--- src/rtl/uart_tx_frame_if.sv ---
// Parallel-side request signals and serial-side outputs of the UART transmit framer.
// The master drives the word and its framing options; the slave returns the line and busy.
interface uart_tx_frame_if #(
  parameter int DATA_WIDTH = 8
);
  logic [DATA_WIDTH-1:0] p_data;
  logic                  data_valid;
  logic                  par_en;
  logic                  par_typ;
  logic                  tx_out;
  logic                  busy;

  modport master (
    output p_data, data_valid, par_en, par_typ,
    input  tx_out, busy
  );

  modport slave (
    input  p_data, data_valid, par_en, par_typ,
    output tx_out, busy
  );
endinterface

--- src/rtl/uart_tx_frame.sv ---
// UART transmit framer: start bit, data LSB first, optional parity, stop bit.
// One bit per clock; the line and busy flag are registered from the next state.
module uart_tx_frame #(
  parameter int DATA_WIDTH = 8
) (
  input  logic           clk_i,
  input  logic           rst_n_i,
  uart_tx_frame_if.slave bus
);

  localparam int CW = (DATA_WIDTH > 1) ? $clog2(DATA_WIDTH) : 1;
  localparam logic [CW-1:0] LAST_BIT = CW'(DATA_WIDTH - 1);

  typedef enum logic [2:0] {
    S_IDLE,
    S_START,
    S_DATA,
    S_PARITY,
    S_STOP
  } state_e;

  state_e                state_q, state_d;
  logic [CW-1:0]         cnt_q, cnt_d;
  logic [DATA_WIDTH-1:0] data_q, data_d;
  logic                  pen_q, pen_d;
  logic                  ptyp_q, ptyp_d;
  logic                  tx_q, tx_d;
  logic                  busy_q, busy_d;
  logic                  par_bit;

  // Even parity is the XOR of the word; odd parity is its complement.
  assign par_bit = ptyp_q ? ~(^data_q) : (^data_q);

  always_comb begin
    state_d = state_q;
    cnt_d   = cnt_q;
    data_d  = data_q;
    pen_d   = pen_q;
    ptyp_d  = ptyp_q;
    case (state_q)
      S_IDLE: begin
        if (bus.data_valid) begin
          state_d = S_START;
          data_d  = bus.p_data;
          pen_d   = bus.par_en;
          ptyp_d  = bus.par_typ;
        end
      end
      S_START: begin
        state_d = S_DATA;
        cnt_d   = '0;
      end
      S_DATA: begin
        if (cnt_q == LAST_BIT) begin
          state_d = pen_q ? S_PARITY : S_STOP;
          cnt_d   = '0;
        end else begin
          cnt_d = cnt_q + 1'b1;
        end
      end
      S_PARITY: state_d = S_STOP;
      S_STOP:   state_d = S_IDLE;
      default:  state_d = S_IDLE;
    endcase
  end

  // Outputs are decoded from the next state so they line up with it after the edge.
  always_comb begin
    tx_d   = 1'b1;
    busy_d = 1'b1;
    case (state_d)
      S_IDLE:   busy_d = 1'b0;
      S_START:  tx_d   = 1'b0;
      S_DATA:   tx_d   = data_q[cnt_d];
      S_PARITY: tx_d   = par_bit;
      S_STOP:   tx_d   = 1'b1;
      default: begin
        tx_d   = 1'b1;
        busy_d = 1'b0;
      end
    endcase
  end

  always_ff @(posedge clk_i or negedge rst_n_i) begin
    if (!rst_n_i) begin
      state_q <= S_IDLE;
      cnt_q   <= '0;
      data_q  <= '0;
      pen_q   <= 1'b0;
      ptyp_q  <= 1'b0;
      tx_q    <= 1'b1;
      busy_q  <= 1'b0;
    end else begin
      state_q <= state_d;
      cnt_q   <= cnt_d;
      data_q  <= data_d;
      pen_q   <= pen_d;
      ptyp_q  <= ptyp_d;
      tx_q    <= tx_d;
      busy_q  <= busy_d;
    end
  end

  assign bus.tx_out = tx_q;
  assign bus.busy   = busy_q;

endmodule

--- src/flat_wrapper.sv ---
// flat-port wrapper written by rule: the top's interface ports become plain ports
module uart_tx_frame_flat 
#(
  parameter int DATA_WIDTH = 8
)
  (clk_i, rst_n_i, bus_p_data, bus_data_valid, bus_par_en, bus_par_typ, bus_tx_out, bus_busy);
  uart_tx_frame_if #(.DATA_WIDTH(DATA_WIDTH)) bus_i ();
  input  logic clk_i;
  input  logic rst_n_i;
  input wire logic [$bits(bus_i.p_data)-1:0] bus_p_data;
  input wire logic [$bits(bus_i.data_valid)-1:0] bus_data_valid;
  input wire logic [$bits(bus_i.par_en)-1:0] bus_par_en;
  input wire logic [$bits(bus_i.par_typ)-1:0] bus_par_typ;
  output wire logic [$bits(bus_i.tx_out)-1:0] bus_tx_out;
  output wire logic [$bits(bus_i.busy)-1:0] bus_busy;
  assign bus_i.p_data = bus_p_data;
  assign bus_i.data_valid = bus_data_valid;
  assign bus_i.par_en = bus_par_en;
  assign bus_i.par_typ = bus_par_typ;
  assign bus_tx_out = bus_i.tx_out;
  assign bus_busy = bus_i.busy;
  uart_tx_frame #(.DATA_WIDTH(DATA_WIDTH)) u_core (.clk_i(clk_i), .rst_n_i(rst_n_i), .bus(bus_i));
endmodule
--- config.mk ---
export PLATFORM = sky130hd
export DESIGN_NAME = uart_tx_frame_flat
export DESIGN_NICKNAME = d
export VERILOG_FILES = /design/src/rtl/uart_tx_frame_if.sv /design/src/rtl/uart_tx_frame.sv /design/src/flat_wrapper.sv
export SDC_FILE = /design/constraint.sdc
export NUM_CORES = 1
export LEC_CHECK = 0
export CAP_MARGIN = 10
export CORE_MARGIN = 1.5
export CORE_UTILIZATION = 55
export CTS_CLUSTER_SIZE = 25
export DETAILED_ROUTE_END_ITERATION = 7
export GPL_ROUTABILITY_DRIVEN = 0
export HOLD_SLACK_MARGIN = 0.08
export PLACE_DENSITY = 0.93
export SLEW_MARGIN = 20
export SYNTH_ARGS = -nofsm -noshare
export SYNTH_HDL_FRONTEND = slang
export SYNTH_SLANG_ARGS = --single-unit
--- constraint.sdc ---
create_clock -name clk_i -period 4.9 [get_ports clk_i]
set_input_delay 0.98 -clock clk_i [delete_from_list [all_inputs] [get_ports clk_i]]
set_output_delay 0.98 -clock clk_i [all_outputs]
set_load 0.05 [all_outputs]
==> flow_metrics.py <==
metrics = {
    "floorplan": {
        "fp.dieH_um": 44.5,
        "fp.dieW_um": 44.5,
        "num_rows": 14,
        "start_util": 0.608,
        "die-area_um2": 1980,
        "core_area_um2": 1560,
        "io_pins": 15,
    },
    "sta": {
        "holdWs_ns": 0.540,
        "fin_crit_ns": 2.59,
        "rsz0062_at_grt": "false",
        "hold_viol_final": 0,
        "finalCritPeriodShare": 0.529,
        "tns_ns": 0,
        "tightest_slew_ns": 0.773,
        "slew-limit-headroom": 0.483,
        "setup_violations": 0,
        "clock_skew_ns": 0.00709,
        "maxSlewViolCount": 0,
        "timing.fmax_mhz": 386,
    },
    "logic_synthesis": {
        "ys_seq_elements": 18,
        "yosys-mux-area-fraction": 0.178,
        "synth-simple-area-share": 0.112,
        "seq_area_frac_synth": 0.476,
        "synth_area_per_cell_um2": 12.2,
        "synth_fa_ha_area_frac": 0.0396,
        "synthCells": 78,
        "synth_xor_area_frac": 0.0739,
        "yosys_warnings": 0,
        "yosysUniqueCellTypes": 28,
        "netlist_area_um2": 948,
        "synth_fp_nets": 94,
        "synth_top_family_by_area": "multiplexers",
        "synth-compound-area-share": 0.0884,
    },
    "final_layout": {
        "final_layout_size_suffix_gt1_frac": 0.226,
        "nets": 110,
        "mostFrequentLayoutCell": "dfrtp_1",
        "fill_cells": 110,
        "most-common-layout-cells": "dfrtp_1, clkdlybuf4s50_1, mux2_2, nor2_1, xnor2_1",
        "fin_cells": 109,
        "antenna_cells": 0,
        "area_delta_synth_final_pct": 19.4,
    },
    "cts": {
        "cts_made_buffers": 3,
        "cts_max_level": 1,
        "ctsRootBufferMaster": "clkbuf_4",
        "cts_tree": "built",
        "holdBufCountCts": 0,
        "clkSlewWorstSetupHoldPaths_ns": 0.11,
        "ctsResizeCount": 0,
        "post_cts_buffers": 0,
        "clkSinkCount": 18,
        "insertion_delay_ns": 0.29,
        "clockBufferDepth": 2,
    },
    "setup_path": {
        "crit_path_top_delay_cell": "clkdlybuf4s50_1",
        "cp_top_family": "buffers and inverters",
        "cp_max_fo": 1,
        "crit_type": "reg2out",
        "crit_chain": "clkdlybuf4s50_1",
        "worstSetupStartpointType": "flip-flop",
        "worst_ep_arrival_time_ns": 1.61,
        "cp.required_ns": 3.92,
        "crit_buf_inv": 1,
        "endpoint_kind": "primary output",
        "cpPeakStageDelay_ns": 0.79,
    },
    "grt": {
        "grt_max_degree": 19,
        "antenna_found_initial": 0,
        "grt_pass1_vias": 668,
        "grt.total_usage": 0.212,
        "grt_first_pass_wirelength_um": 2980,
        "grt_remaining_overflow": 0,
    },
    "detailed_routing": {
        "dr.pass1.iters": 5,
        "drt_iter0_drc": 8,
        "routed_wl_um": 1610,
        "wire_per_inst_um": 14.8,
        "drc_errors": 0,
        "ant_nets": 0,
        "vias_per_cell": 5.92,
        "vias": 645,
    },
    "status": {
        "status": "complete, no violations",
    },
    "place": {
        "place_inst": 105,
        "numPortBuffers": 14,
        "dp_hpwl_um": 1210,
    },
    "min_path": {
        "hp-class": "reg2reg",
    },
    "job": {
        "cap_viol_max_count": 0,
    },
    "power": {
        "peakVddDrop_v": 0.000405,
        "pwr_density_cell_nw_per_um2": 731,
        "leakage_nw": 0.482,
    },
}
[Yosys cell counts, drive strengths merged]
master	number	area share
nor2	8	0.032
nand2b	2	0.013
a22oi	1	0.0079
ha	3	0.040
buf	2	0.020
a22o	5	0.047
xnor2	7	0.065
dfrtp	17	0.45
clkbuf	2	0.0079
mux2i	3	0.032
nand4	1	0.0066
inv	1	0.0040
nor3b	1	0.0079
a311oi	1	0.0092
a31o	1	0.0092
or3	2	0.013
nor2b	2	0.013
nor4b	1	0.0092
mux2	12	0.15
o22ai	1	0.0066
nor3	1	0.011
and2	1	0.0066
dfstp	1	0.028
o21bai	1	0.0079
xor2	1	0.0092
[layout make-up]
class,instances,area (um2),area share
clock buffer,4,36.3,0.0320
inverter,1,3.75,0.00331
multi-input combinational,55,473,0.418
sequential,18,452,0.399
tap,16,20.0,0.0177
timing repair buffer,15,148,0.130
[final timing paths]
| kind | start | end | slack (ns) | depth (start not counted) |
|---|---|---|---|---|
| max in group asynchronous | rst_n_i | u_core.bus.busy$_DFF_PN0_ | 3.29 | 1 |
| worst min register to register | u_core.ptyp_q$_DFFE_PN0P_ | u_core.ptyp_q$_DFFE_PN0P_ | 0.54 | 1 |
| worst max-delay path | u_core.bus.tx_out$_DFF_PN1_ | bus_tx_out | 2.31 | 1 |
| worst min-delay path | u_core.ptyp_q$_DFFE_PN0P_ | u_core.ptyp_q$_DFFE_PN0P_ | 0.54 | 1 |
| min in group asynchronous | rst_n_i | u_core.data_q[5]$_DFFE_PN0P_ | 1.13 | 1 |
| worst max register to register | u_core.cnt_q[0]$_DFF_PN0_ | u_core.bus.tx_out$_DFF_PN1_ | 2.50 | 8 |
[flip-flops by register name, summed over array words and instances (netlist names)]
name,flops
u_core.data_q,8
u_core.cnt_q,3
u_core.state_q,3
u_core.bus.busy,1
u_core.bus.tx_out,1
u_core.pen_q,1
u_core.ptyp_q,1
[metal layers]
metal | wire [um] | global-route usage | share of wire
met1 | 718 | 0.263 | 0.44
met2 | 830 | 0.359 | 0.51
met3 | 42 | 0.0367 | 0.026
met4 | 23 | 0.0909 | 0.014
met5 | 0 | 0 | 0
[cell families (layout without fill, tap and decap cells)]
| logic type | after synthesis | after routing |
|---|---|---|
| and+or+nand+nor | 19 | 19 |
| DFF | 18 | 18 |
| muxes | 15 | 15 |
| AOI/OAI and AO/OA | 10 | 10 |
| xor gates and xnor gates | 8 | 8 |
| buffers and inverters | 5 | 20 |
| adders and majority gates | 3 | 3 |
[per-stage QoR]
step / total power [W] / cell area, um2 / utilization / setup WS, ns
6_report: 0.000828 / 1130 / 0.726 / 2.31
5_1_grt: 0.000893 / 1130 / 0.726 / 2.27
4_1_cts: 0.000836 / 1130 / 0.726 / 2.30
3_5_place_dp: 0.000743 / 1100 / 0.703 / 2.53
3_3_place_gp: 0.000719 / 1100 / 0.703 / 2.60
2_1_floorplan: 0.000666 / 948 / - / 2.63
[power by group]
group / leakage (nW) / internal [W] / total (W) / switching (W)
registers: 0.217 / 0.000222 / 0.000294 / 0.0000715
logic: 0.244 / 0.000248 / 0.000443 / 0.000195
clock network: 0.0210 / 0.0000453 / 0.0000915 / 0.0000462
total: 0.482 / 0.000516 / 0.000828 / 0.000312
Power figures use the tool's default switching activity.
